File: src/rtl/gpx2_pkg.sv
// Shared GPX2 definitions: TDC SPI opcodes, the frame-sequencer state encoding
// and the filler byte clocked out while reading payload.
package gpx2_pkg;

  localparam logic [7:0] GPX2_OPC_POWER  = 8'h30;
  localparam logic [7:0] GPX2_OPC_INIT   = 8'h18;
  localparam logic [7:0] GPX2_OPC_WRCFG  = 8'h80;
  localparam logic [7:0] GPX2_OPC_RDCFG  = 8'h40;
  localparam logic [7:0] GPX2_OPC_RDRES  = 8'h60;

  localparam logic [7:0] GPX2_DUMMY_BYTE = 8'h00;

  typedef enum logic [2:0] {
    ST_IDLE      = 3'd0,
    ST_CS_SETUP  = 3'd1,
    ST_ISSUE     = 3'd2,
    ST_WAIT_BYTE = 3'd3,
    ST_CS_HOLD   = 3'd4,
    ST_CS_GAP    = 3'd5
  } frame_state_e;

endpackage

File: src/rtl/gpx2_spi_frame_ctrl.sv
// Frame sequencer for the GPX2 SPI link: owns chip-select timing and feeds the
// byte-level master one byte per req/rdvalid exchange.
module gpx2_spi_frame_ctrl
  import gpx2_pkg::*;
#(
  parameter int          LEN_W         = 5,
  parameter logic [7:0]  CS_SETUP_CLKS = 8'd4,
  parameter logic [7:0]  CS_HOLD_CLKS  = 8'd4,
  parameter logic [7:0]  CS_GAP_CLKS   = 8'd8,
  parameter logic [15:0] TIMEOUT_CLKS  = 16'd1023
) (
  input  logic             i_clk,
  input  logic             i_rst_n,
  input  logic             i_cmd_valid,
  output logic             o_cmd_ready,
  input  logic [7:0]       i_cmd_opcode,
  input  logic [LEN_W-1:0] i_cmd_len,
  input  logic             i_cmd_rd,
  input  logic             i_wr_valid,
  output logic             o_wr_ready,
  input  logic [7:0]       i_wr_data,
  output logic             o_rd_valid,
  output logic [7:0]       o_rd_data,
  output logic             o_rd_last,
  output logic             o_busy,
  output logic             o_done,
  output logic             o_err,
  output logic             o_spi_csn,
  output logic             o_spicom_req,
  output logic [7:0]       o_spi_wdata,
  input  logic             i_spicom_ready,
  input  logic             i_spi_rdvalid,
  input  logic [7:0]       i_spi_rdbyte
);

  // Handshakes: a command, write byte or byte-master request transfers on the
  // cycle where its valid (req) and ready are both high; nothing is retracted.

  localparam logic [15:0] SETUP_LAST = {8'd0, CS_SETUP_CLKS} - 16'd1;
  localparam logic [15:0] HOLD_LAST  = {8'd0, CS_HOLD_CLKS} - 16'd1;
  localparam logic [15:0] GAP_LAST   = {8'd0, CS_GAP_CLKS} - 16'd1;
  localparam logic [15:0] TO_LAST    = TIMEOUT_CLKS - 16'd1;

  frame_state_e     state_q, state_d;
  logic [15:0]      cnt_q, cnt_d;
  logic [LEN_W:0]   idx_q, idx_d;
  logic [7:0]       opc_q, opc_d;
  logic [LEN_W-1:0] len_q, len_d;
  logic             rd_q, rd_d;
  logic             abort_q, abort_d;
  logic             rd_valid_q, rd_valid_d;
  logic [7:0]       rd_data_q, rd_data_d;
  logic             rd_last_q, rd_last_d;
  logic             done_q, done_d;
  logic             err_q, err_d;
  logic             byte_ok;
  logic             last_byte;

  assign last_byte = (idx_q >= {1'b0, len_q});

  always_comb begin
    state_d      = state_q;
    cnt_d        = cnt_q + 16'd1;
    idx_d        = idx_q;
    opc_d        = opc_q;
    len_d        = len_q;
    rd_d         = rd_q;
    abort_d      = abort_q;
    rd_valid_d   = 1'b0;
    rd_data_d    = rd_data_q;
    rd_last_d    = 1'b0;
    done_d       = 1'b0;
    err_d        = 1'b0;
    byte_ok      = 1'b0;
    o_spicom_req = 1'b0;
    o_wr_ready   = 1'b0;
    o_spi_wdata  = GPX2_DUMMY_BYTE;
    unique case (state_q)
      ST_IDLE: begin
        cnt_d = 16'd0;
        if (i_cmd_valid) begin
          opc_d   = i_cmd_opcode;
          len_d   = i_cmd_len;
          rd_d    = i_cmd_rd;
          idx_d   = '0;
          abort_d = 1'b0;
          state_d = ST_CS_SETUP;
        end
      end
      ST_CS_SETUP: begin
        if (cnt_q == SETUP_LAST) begin
          cnt_d   = 16'd0;
          state_d = ST_ISSUE;
        end
      end
      ST_ISSUE: begin
        cnt_d = 16'd0;
        if (idx_q == '0) begin
          o_spi_wdata = opc_q;
          byte_ok     = 1'b1;
        end else if (rd_q) begin
          byte_ok     = 1'b1;
        end else begin
          // Write payload stalls here without a timeout until data arrives.
          o_spi_wdata = i_wr_data;
          o_wr_ready  = i_spicom_ready;
          byte_ok     = i_wr_valid;
        end
        if (byte_ok && i_spicom_ready) begin
          o_spicom_req = 1'b1;
          state_d      = ST_WAIT_BYTE;
        end
      end
      ST_WAIT_BYTE: begin
        if (i_spi_rdvalid) begin
          cnt_d = 16'd0;
          if (rd_q && (idx_q != '0)) begin
            rd_valid_d = 1'b1;
            rd_data_d  = i_spi_rdbyte;
            rd_last_d  = (idx_q == {1'b0, len_q});
          end
          idx_d   = idx_q + 1'b1;
          state_d = last_byte ? ST_CS_HOLD : ST_ISSUE;
        end else if (cnt_q == TO_LAST) begin
          cnt_d   = 16'd0;
          err_d   = 1'b1;
          abort_d = 1'b1;
          state_d = ST_CS_HOLD;
        end
      end
      ST_CS_HOLD: begin
        if (cnt_q == HOLD_LAST) begin
          cnt_d   = 16'd0;
          done_d  = !abort_q;
          state_d = ST_CS_GAP;
        end
      end
      ST_CS_GAP: begin
        if (cnt_q == GAP_LAST) begin
          cnt_d   = 16'd0;
          state_d = ST_IDLE;
        end
      end
      default: state_d = ST_IDLE;
    endcase
  end

  always_ff @(posedge i_clk or negedge i_rst_n) begin
    if (!i_rst_n) begin
      state_q    <= ST_IDLE;
      cnt_q      <= 16'd0;
      idx_q      <= '0;
      opc_q      <= 8'd0;
      len_q      <= '0;
      rd_q       <= 1'b0;
      abort_q    <= 1'b0;
      rd_valid_q <= 1'b0;
      rd_data_q  <= 8'd0;
      rd_last_q  <= 1'b0;
      done_q     <= 1'b0;
      err_q      <= 1'b0;
    end else begin
      state_q    <= state_d;
      cnt_q      <= cnt_d;
      idx_q      <= idx_d;
      opc_q      <= opc_d;
      len_q      <= len_d;
      rd_q       <= rd_d;
      abort_q    <= abort_d;
      rd_valid_q <= rd_valid_d;
      rd_data_q  <= rd_data_d;
      rd_last_q  <= rd_last_d;
      done_q     <= done_d;
      err_q      <= err_d;
    end
  end

  // CS is decoded from state so reset releases it in the same instant.
  assign o_spi_csn   = (state_q == ST_IDLE) || (state_q == ST_CS_GAP);
  assign o_cmd_ready = (state_q == ST_IDLE);
  assign o_busy      = (state_q != ST_IDLE);
  assign o_rd_valid  = rd_valid_q;
  assign o_rd_data   = rd_data_q;
  assign o_rd_last   = rd_last_q;
  assign o_done      = done_q;
  assign o_err       = err_q;

endmodule
File: config.mk
export PLATFORM = sky130hd
export DESIGN_NAME = gpx2_spi_frame_ctrl
export DESIGN_NICKNAME = d
export VERILOG_FILES = /design/src/rtl/gpx2_pkg.sv /design/src/rtl/gpx2_spi_frame_ctrl.sv
export SDC_FILE = /design/constraint.sdc
export NUM_CORES = 1
export LEC_CHECK = 0
export CORE_UTILIZATION = 59
export CTS_BUF_LIST = sky130_fd_sc_hd__clkbuf_8
export DETAILED_ROUTE_END_ITERATION = 10
export DONT_BUFFER_PORTS = 1
export GPL_ROUTABILITY_DRIVEN = 0
export PLACE_DENSITY = 0.75
export RECOVER_POWER = 50
export SLEW_MARGIN = 40
export SYNTH_ARGS = -nofsm -noshare
export SYNTH_HDL_FRONTEND = slang
export SYNTH_SLANG_ARGS = --single-unit
File: constraint.sdc
create_clock -name i_clk -period 2 [get_ports i_clk]
set_clock_uncertainty 0.2 [all_clocks]
set_input_delay 0.3 -clock i_clk [delete_from_list [all_inputs] [get_ports i_clk]]
set_output_delay 0.3 -clock i_clk [all_outputs]
set_load 0.005 [all_outputs]
* Word-level counts from Yosys, hierarchy flattened
Index checks and enable logic that the tools add are counted. W data, S select, Z words.
Word-level totals: output and inout bits 25, bits in registers 52, input port bits 36, word-level logic and storage cells 92
Cells by class: equality and inequality tests 18, magnitude comparators 1, reductions and logical operators 16, mux-type cells 43, add/sub/neg operators 2
Operators with widths (number):
- $mux W16 | 4
- $pmux W16 S4 | 1
- $mux W3 | 8
- $mux W8 | 3
- $mux W1 | 22
- $pmux W3 S6 | 1
- $add A16 B1 Y16 const B | 1
- $eq A16 B10 Y1 const B | 1
- $eq A16 B2 Y1 const B | 1
- $eq A16 B3 Y1 const B | 1
- $ne A2 B2 Y1 const B | 8
- $mux W6 | 2
- $pmux W6 S2 | 1
- $add A6 B1 Y6 const B | 1
- $eq A3 B2 Y1 const B | 2
- $eq A3 B3 Y1 const B | 2
- $eq A6 B5 Y1 | 1
- $ge A6 B5 Y1 | 1
- $logic_not A6 Y1 | 1
- $reduce_and A3 Y1 | 2
- $reduce_and A6 Y1 | 1
- $reduce_bool A6 Y1 | 1
- $reduce_and A4 Y1 | 1
- $reduce_or A2 Y1 | 2
- 10 further kinds | 11

* Depth between registers and ports, before layout
Gate-level depths: netlist (run 1).
word-level depth 6, gate-level depth with buffers 8, mapped depth without buffers 8

* Least setup slack after synthesis (run 1)
OpenSTA, ideal clock, no wires.
path type register to output, from reg idx_q[0], to out o_spi_wdata[0], data required time 1.500 ns, path buffers 2, cell stages (with the launch flop) 9, slack -0.159 ns, arrival time 1.659 ns, cell sequence dfrtp_1 > inv_1 > ha_1 > nand2b_1 > nor4_1 > buf_2 > buf_1 > a21oi_1 > nor2_1
Between the ends: cells in the longest elaborated chain, start to end 3
Ends and longest elaborated chain:
- start: declaration | line gpx2_spi_frame_ctrl.sv:46 | logic [LEN_W:0] idx_q, idx_d;
- start signal: assignment | line gpx2_spi_frame_ctrl.sv:165 | idx_q <= idx_d;
- $logic_not A6 Y1 | line gpx2_spi_frame_ctrl.sv:98 | if (idx_q == '0) begin
- $mux W8 | line gpx2_spi_frame_ctrl.sv:98
- $mux W8 | line gpx2_spi_frame_ctrl.sv:78 | unique case (state_q)
- end: declaration | line gpx2_spi_frame_ctrl.sv:30 | output logic [7:0] o_spi_wdata,
Every way passes these cells.

* Worst setup path in the final report (run 1)
from reg idx_q[1], to out o_spi_wdata[0]
The elaborated chain is that of the path after synthesis.

==> impl_metrics.toml, run 1 <==
[job]
maxCapViolCount = 0

[setup_path]
critical-path-top-delay-family = "simple AND/OR/NAND/NOR gates"
end_kind = "output pin"
path_common_cell = "buf_6"
worst_path_max_delay_cell = "dfrtp_1"
criticalPathCategory = "reg2out"
start_kind = "register"
worstPathBufferInverterCount = 3
cp.arrival_ns = 1.75
crit_required_ns = 1.50
cp_max_fo = 6
cpPeakStageDelay_ns = 0.39
crit_chain = "inv_2 -> ha_4 -> nand2b_4 -> nor4_4 -> buf_6 -> buf_6 -> nor3b_1 -> a21oi_1 -> nor2_1"

[floorplanning]
io_pins = 61
start_util_pct = 61.4
rows = 24
die_width_um = 69.5
die-area_um2 = 4840
die_h_um = 69.5
core_um2 = 4380

[timing]
tns_ns = -2.33
finalWorstSetupSlack_ns = -0.247
finalSetupViolations = 29
fmax_ghz = 0.445
fin_crit_sh_pct = 112
slew_viol_final = 0
tightest_slew_ns = 1.13
rsz0062_at_grt = "true"
holdWs_ns = 0.0344
hold_viol_final = 0
relSlewSlack_pct = 24.9
period_needed_ns = 2.25

[clocking]
cts_tree = "yes"
cts_buffer_depth = 2
clkLatencyLatePin_ns = 0.30
cts.sinks = 52
cts_buffers = 5
clk_pin_slew_ns = 0.09
clock-root-buffer = "clkbuf_8"
cts.htree.levels = 2

[cells_and_area]
instances_no_fill = 396
diodes = 0
final_nets = 388
final_common_cell = "dfrtp_1"
layout_common_cells = "dfrtp_1 (51), nand2_1 (42), buf_4 (32)"
drive_gt1_share_pct = 27.3
area_delta_synth_final_pct = 36.0

[synth]
synth-seq-area-share_pct = 48.3
ys_top_cells_by_area = "dfrtp_1 (48%), nand2_1 (5.9%), nor2_1 (5.7%)"
syn_area_um2 = 2690
syn-num-nets = 326
ys_seq_elements = 52
ys_warn_count = 0
yosysTopAreaCell = "dfrtp_1"
synthArstFlopShare_pct = 100
synth_cell_type_count = 45
synth-edff-count = 0
syn_area_per_cell_um2 = 9.58
yosys.area.top_type_share_pct = 48.3
synthFlopType = "dfrtp_1"
synthCells = 281

[route]
viasPerCell = 5.71
drt_pass1_iterations = 4
ant_nets = 0
drc = 0
drt-initial-drc-count = 110
num_vias = 2262
routed_wl_um = 6590
routedWlPerCell_um = 16.6

[grt]
grt_max_degree = 53
track_usage_pct = 27.3
antenna_found_initial = 0
grt_overflow = 0
grt_pass1_wl_um = 10400
grt_pass1_vias = 2220

[pwr]
power_density_nw_per_um2 = 1340
p_leak_nw = 1.65
power.internal_w = 0.00290
power_w = 0.00490
power_frac_clock_pct = 12.4
seq_power_share_pct = 32.2
switching_share_pct = 40.8
switchingPower_w = 0.00200
peakVddDrop_mv = 1.04
combPwrFrac_pct = 55.4

[worst_hold_path]
hold_path.class = "in2reg"

[placed_design]
dp.cells = 350
preCtsSetupSlack_ns = -0.0696
hpwlAfterDp_um = 3820
io_buffers = 0

[status]
violations = "negative setup slack"
outcome = "finished with violations"
sequential cells by signal, indices dropped and copies added, names as in the netlist:
signal / cells
o_err: 1
o_rd_last: 1
idx_q: 6
o_done: 1
abort_q: 1
opc_q: 8
cnt_q: 16
o_rd_valid: 1
len_q: 5
state_q: 3
o_rd_data: 8
rd_q: 1
stage by stage:
| stage | area [um^2] | util (%) |
|---|---|---|
| final | 3660 | 83.5 |
| after global routing | 3660 | 83.5 |
| after CTS | 3430 | 78.2 |
| after detailed placement | 2940 | 67.0 |
| after global placement | 2940 | 67.0 |
| after floorplan | 2710 | - |
synth_stat cells (2+ instances only):
library cell,n
xnor2_1,6
o21ai_1,2
nor3_1,5
nand4_1,6
and4_1,3
nor4_1,3
nand3_1,9
nor2_1,41
xor2_1,14
o21a_1,4
inv_1,11
buf_2,4
buf_4,2
mux2i_1,2
o21ai_0,8
mux2_1,8
and3_1,4
clkbuf_1,3
nand2b_1,2
dfrtp_1,52
a21oi_1,11
nor3b_1,9
ha_1,9
nand2_1,42
path summary, 6_finish.rpt:
path / slack [ns] / cells past startpoint / from / end
worst max-delay path: -0.25 / 9 / idx_q[1] / o_spi_wdata[0]
worst max register to register: -0.10 / 8 / len_q[1] / state_q[2]
max in group asynchronous: 0.29 / 2 / i_rst_n / state_q[2]
worst min-delay path: 0.03 / 2 / i_spi_rdvalid / state_q[1]
min in group asynchronous: 0.56 / 2 / i_rst_n / o_rd_data[0]
worst min register to register: 0.29 / 2 / opc_q[7] / opc_q[7]
timing repair:
item / 4_1_cts / 5_1_grt
resized for setup: 19 / 51
setup buffers: 5 / 6
hold buffers: 25 / 0
hold endpoints to repair: 75 / 0
cloned: 3 / 0
pin swaps: 12 / 31
setup endpoints to repair: 13 / 38
worst reg2reg max path: stages (launching register included):
cell and delay, ns:
dfrtp_1 0.40, inv_1 0.14, ha_4 0.23, nor2b_4 0.12, o21a_1 0.17, o21a_1 0.19, o21ai_2 0.13, a41oi_2 0.14
a32o_1 0.27
layout make-up:
type                            count  area (um^2)
Clock buffer                        6         82.6
Sequential cell                    52         1300
Inverter                           12         45.0
Tap cell                           52         65.1
Clock inverter                      2         10.0
Fill cell                         251          724
Multi-Input combinational cell    207         1570
Timing Repair Buffer               65          587
layer usage:
layer | global-route usage (%) | vias to the layer above | routed length, um | part of all wire (%)
met5 | 0 | - | 0 | 0
met4 | 8.39 | 0 | 94 | 1.4
met3 | 5.96 | 10 | 291 | 4.4
met2 | 46.7 | 66 | 3440 | 52
met1 | 34.6 | 1111 | 2760 | 42
li1 | - | 1075 | - | -
logic make-up (layout without fill, tap and decap cells):
logic type / Yosys count / in the layout / share of synthesized area [%]
buf+inv: 22 / 85 / 3.53
flops: 52 / 52 / 48.3
compound gates: 33 / 33 / 8.23
xor+xnor: 20 / 20 / 6.51
fa+ha+maj: 9 / 9 / 4.18
mux: 11 / 11 / 4.51
simple gates: 134 / 134 / 24.7
power groups by stage:
stage          Clock, W  Sequential [W]  Combinational (W)
3_3_place_gp          0         0.00155            0.00172
2_1_floorplan         0         0.00154            0.00124
5_1_grt        0.000653         0.00160            0.00293
3_5_place_dp          0         0.00156            0.00178
6_report       0.000609         0.00158            0.00271
4_1_cts        0.000620         0.00154            0.00222
Power figures use the tool's default switching activity.
==> inputs of run 2 (changes only) <==
--- a/config.mk
+++ b/config.mk
@@ -5,12 +5,11 @@
 export SDC_FILE = /design/constraint.sdc
 export NUM_CORES = 1
 export LEC_CHECK = 0
-export CORE_UTILIZATION = 59
-export CTS_BUF_LIST = sky130_fd_sc_hd__clkbuf_8
+export CORE_UTILIZATION = 57
 export DETAILED_ROUTE_END_ITERATION = 10
 export DONT_BUFFER_PORTS = 1
 export GPL_ROUTABILITY_DRIVEN = 0
-export PLACE_DENSITY = 0.75
+export PLACE_DENSITY = 0.72
 export RECOVER_POWER = 50
 export SLEW_MARGIN = 40
 export SYNTH_ARGS = -nofsm -noshare
==> run 2 against run 1 <==
Net effect:
- the run ends with design-rule violations, negative setup slack left
- via count increased by 1.4%
- combinational power increased by 8.1%
- sequential power is essentially flat
- worst hold slack improved by 0.021 ns
- fmax grew 2.0%
- final cell count fell by 0.51%
==> impl_metrics.toml, run 2 (synthesis results as in run 1) <==
[route]
dr_wl_met2_um = 3590
top_layer = "met4"
routedWlPerCell_um = 17.7
wl_met1_um = 2900
routed_wl_um = 6970
num_vias = 2293
drt_pass1_iterations = 7
ant_nets = 0
viasPerCell = 5.82
dr_wl_met3_um = 361
drc = 6
drt-initial-drc-count = 146

[timing]
tns_ns = -2.22
fin_crit_sh_pct = 110
period_needed_ns = 2.20
relSlewSlack_pct = 26.5
tightest_slew_ns = 1.10
finalWorstSetupSlack_ns = -0.204
slew_viol_final = 0
hold_viol_final = 0
fmax_ghz = 0.454
holdWs_ns = 0.0554
finalSetupViolations = 26
rsz0062_at_grt = "true"

[setup_path]
worst_path_max_delay_cell = "dfrtp_1"
r2r-start = "idx_q[0]"
cp_max_fo = 7
criticalPathCategory = "reg2out"
rrSetupSlack_ns = -0.12
reg2reg_depth = 10
start_kind = "register"
cpPeakStageDelay_ns = 0.37
crit_required_ns = 1.50
crit_chain = "inv_2 -> ha_4 -> nand2b_4 -> nor4_4 -> buf_6 -> buf_8 -> nor3b_2 -> a21oi_1 -> nor2_1"
critical-path-top-delay-family = "simple AND/OR/NAND/NOR gates"
end_kind = "output pin"
cp.arrival_ns = 1.70
worstPathBufferInverterCount = 3
rr_endpoint = "state_q[2]"
cp-startpoint = "idx_q[1]"

[clocking]
clkLatencyLatePin_ns = 0.32
clk_pin_slew_ns = 0.09
cts.sinks = 52
clock-root-buffer = "clkbuf_8"
cts.htree.levels = 2
cts_tree = "yes"
cts_buffers = 5
cts_buffer_depth = 2

[cells_and_area]
diodes = 0
ff_latch_area_um2 = 1300
layout_common_cells = "dfrtp_1 (50), nand2_1 (40), buf_4 (25)"
multi_input_area_um2 = 1630
final_common_cell = "dfrtp_1"
finalInstanceArea_um2 = 3770
area_delta_synth_final_pct = 40.1
fillers = 241
largest_reg_flops = 16
drive_gt1_share_pct = 32.7
regMostFlops = "cnt_q"
final_nets = 386

[grt]
antenna_found_initial = 0
grt_pass1_vias = 2126
grt_pass1_wl_um = 9920
track_usage_pct = 25.6
grt_max_degree = 53
grt_overflow = 0

[job]
maxCapViolCount = 0

[floorplanning]
die_h_um = 70.7
io_pins = 61
die_width_um = 70.7
rows = 24
die-area_um2 = 5000
start_util_pct = 60.6
core_um2 = 4440

[worst_hold_path]
hold_path.class = "in2reg"
hold_end = "state_q[1]"
hold_depth = 2
hold_start = "i_spi_rdvalid"

[pwr]
p_leak_nw = 1.70
power_density_nw_per_um2 = 1390
peakVddDrop_mv = 0.974

[status]
violations = "design-rule violations, negative setup slack"
outcome = "finished with violations"

[placed_design]
hpwlAfterDp_um = 3670
io_buffers = 0
placed_area_um2 = 2940
-- run 2: changes by cell type in the layout (fill, tap and decap cells not counted), sizes merged --
cell	change
clkinvlp	+1
clkbuf	+1
clkinv	-1
bufinv	+1
nand2	+1
buf	-5
-- run 2: final cells by class --
cell class | count | share of cell area [%]
multi-input cells | 208 | 43.3
flip-flops and latches | 52 | 34.6
repair buffers | 62 | 16.2
clock buffers | 5 | 1.82
well taps | 52 | 1.73
inverters | 12 | 1.26
clock inverters | 3 | 1.13
-- run 2: power breakdown --
part | leakage [nW] | internal, W | switching [W]
sequential | 0.684 | 0.00135 | 0.000228
clock | 0.0541 | 0.000371 | 0.000361
combinational | 0.959 | 0.00139 | 0.00153
-- run 2: worst max-delay path by stage --
stage                      to  cells past startpoint
3_3_place_gp       state_q[2]                      9
3_5_place_dp       state_q[2]                      7
4_1_cts        o_spi_wdata[7]                      9
5_1_grt        o_spi_wdata[3]                      9
6_report       o_spi_wdata[3]                      9
2_1_floorplan      state_q[2]                      7
-- run 2: layer usage --
layer  vias to the layer above  GRT usage [%]
met5                         -              0
met4                         0           9.33
met3                        11           4.56
met2                        80           42.4
met1                      1138           34.0
li1                       1064              -
-- run 2: repair_timing --
item | 4_1_cts | 5_1_grt
hold endpoints to repair | 75 | 0
endpoints found under the setup margin | 21 | 37
gates resized for setup | 16 | 75
pin swaps | 8 | 24
hold buffers | 25 | 0
cloned | 0 | 3
buffers inserted | 3 | 6
-- run 2: worst reg2reg max path, stage by stage, from the launching register on --
cell	delay [ns]
dfrtp_1	0.40
inv_2	0.08
ha_4	0.15
nand2b_4	0.05
nor4_4	0.14
buf_6	0.17
buf_8	0.13
o31ai_4	0.07
a211oi_4	0.26
o21ai_1	0.14
a32o_1	0.23
-- run 2: stage by stage --
stage	util, %	setup slack, ns	total power (W)	std cells
finish	84.9	-0.204	0.00523	394
global route	84.9	-0.302	0.00554	394
CTS	76.8	-0.206	0.00433	386
detailed placement	66.2	-0.0989	0.00335	350
global placement	66.2	-0.00231	0.00330	350
floorplan	-	0.00394	0.00278	281
==> inputs of run 3 (changes only) <==
--- a/config.mk
+++ b/config.mk
@@ -5,11 +5,11 @@
 export SDC_FILE = /design/constraint.sdc
 export NUM_CORES = 1
 export LEC_CHECK = 0
-export CORE_UTILIZATION = 57
+export CORE_UTILIZATION = 50
 export DETAILED_ROUTE_END_ITERATION = 10
 export DONT_BUFFER_PORTS = 1
 export GPL_ROUTABILITY_DRIVEN = 0
-export PLACE_DENSITY = 0.72
+export PLACE_DENSITY = 0.65
 export RECOVER_POWER = 50
 export SLEW_MARGIN = 40
 export SYNTH_ARGS = -nofsm -noshare
==> run 3 against run 2 <==
Net effect:
- critical endpoint is now state_q[2]
- count of clock-buffer cells in the layout grew 1
- flip-flop and latch count did not move
- the flow finishes with violations (negative setup slack)
- critical path type is now reg2reg
- highest routed layer unchanged
- design area rose by 1.1%
- worst hold slack barely moved
- clock power down 12%
- largest cell class unchanged
- fmax shrank 1.3%
==> impl_metrics.toml, run 3 (synthesis results as in run 1) <==
[status]
outcome = "finished with violations"
violations = "negative setup slack"

[setup_path]
path_common_cell = "buf_6"
worst_path_max_delay_cell = "dfrtp_1"
crit_required_ns = 1.99
end_kind = "register"
cp_max_fo = 5
cpPeakStageDelay_ns = 0.40
cp.arrival_ns = 2.23
crit_chain = "inv_2 -> ha_4 -> nand2b_4 -> nor4_4 -> buf_6 -> buf_4 -> buf_6 -> o31ai_4 -> a211oi_4 -> o21ai_1 -> a32o_1"
criticalPathCategory = "reg2reg"
start_kind = "register"

[cells_and_area]
drive_gt1_share_pct = 32.0
diodes = 0
largest_reg_flops = 16
area_delta_synth_final_pct = 41.7
final_common_cell = "dfrtp_1"
fillers = 387
final_nets = 400
layout_common_cells = "dfrtp_1 (50), buf_4 (43), nand2_1 (42)"
regMostFlops = "cnt_q"

[grt]
antenna_found_initial = 0
gr-usage-met1_pct = 33.3
grt_pass1_wl_um = 10800
use_met3_pct = 6.08
grt_pass1_vias = 2282
grt_overflow = 0
grt_max_degree = 53
use_met2_pct = 43.4
busiest_layer = "met2"
track_usage_pct = 25.9

[pwr]
p_leak_nw = 1.72
peakVddDrop_mv = 0.908
power_density_nw_per_um2 = 1350
power_w = 0.00513

[job]
maxCapViolCount = 0

[timing]
finalWorstSetupSlack_ns = -0.232
holdWs_ns = 0.0552
relSlewSlack_pct = 23.7
fmax_ghz = 0.448
hold_viol_final = 0
rsz0062_at_grt = "true"
period_needed_ns = 2.23
finalSetupViolations = 37
slew_viol_final = 0
tns_ns = -5.15
tightest_slew_ns = 1.14
fin_crit_sh_pct = 112

[route]
routedWlPerCell_um = 16.5
drc = 0
ant_nets = 0
num_vias = 2276
drt-initial-drc-count = 83
drt_pass1_iterations = 4
routed_wl_um = 7040
viasPerCell = 5.34

[floorplanning]
io_pins = 61
core_um2 = 5140
die_h_um = 75.4
die_width_um = 75.4
rows = 26
die-area_um2 = 5680
start_util_pct = 52.4

[clocking]
cts.sinks = 52
clk_pin_slew_ns = 0.11
clkLatencyLatePin_ns = 0.31
cts_tree = "yes"
cts_buffer_depth = 2
cts_buffers = 5
clock-root-buffer = "clkbuf_8"
cts.htree.levels = 2

[placed_design]
hpwlAfterDp_um = 4160
io_buffers = 0

[worst_hold_path]
hold_path.class = "in2reg"
-- run 3: where the power goes --
part	leakage (nW)	switching, W	internal (W)
Sequential	0.684	0.000232	0.00134
Clock	0.0516	0.000362	0.000284
Combinational	0.982	0.00148	0.00142
-- run 3: layout make-up --
type                            count  area (um^2)  share of cell area [%]
Clock buffer                        6         82.6                    2.17
Multi-Input combinational cell    207         1580                    41.5
Inverter                           12         45.0                    1.18
Timing Repair Buffer               77          698                    18.3
Sequential cell                    52         1300                    34.2
Tap cell                           70         87.6                    2.30
Clock inverter                      2         13.8                   0.361
-- run 3: worst paths after layout --
path	start	slack, ns	endpoint	cells after the start
max	idx_q[0]	-0.23	state_q[2]	11
min	i_spi_rdvalid	0.06	state_q[1]	2
min in group asynchronous	i_rst_n	0.58	o_rd_last	2
max reg2reg	idx_q[0]	-0.23	state_q[2]	11
max in group asynchronous	i_rst_n	0.24	idx_q[3]	2
min reg2reg	opc_q[2]	0.29	opc_q[2]	2
-- run 3: worst max-delay path: cells and delay by family (launching register included) --
kind                       cells  cell delay (ns)
AOI/OAI and AO/OA              4             0.71
buffers and inverters          4             0.44
DFF                            1             0.40
and+or+nand+nor                2             0.20
adders and majority gates      1             0.15
-- run 3: routing by layer --
metal | vias up | wire length [um]
met5 | - | 0
met3 | 8 | 221
met2 | 51 | 3710
met1 | 1121 | 3000
li1 | 1096 | -
met4 | 0 | 96
-- run 3: timing repair --
item,4_1_cts,5_1_grt
hold buffers,25,0
setup endpoints to repair,25,39
buffers inserted,10,2
hold endpoints to repair,75,0
pin swaps,8,25
gates cloned,2,1
gates resized for setup,21,56
-- run 3: metrics by stage --
step / setup slack, ns / util (%) / cell area [um^2] / cells
after global placement: -0.00974 / 59.2 / 3040 / 379
after global routing: -0.327 / 74.2 / 3810 / 426
after floorplan: 0.00394 / - / 2710 / 281
after CTS: -0.187 / 69.6 / 3580 / 424
after detailed placement: -0.123 / 59.2 / 3040 / 379
final: -0.232 / 74.2 / 3810 / 426
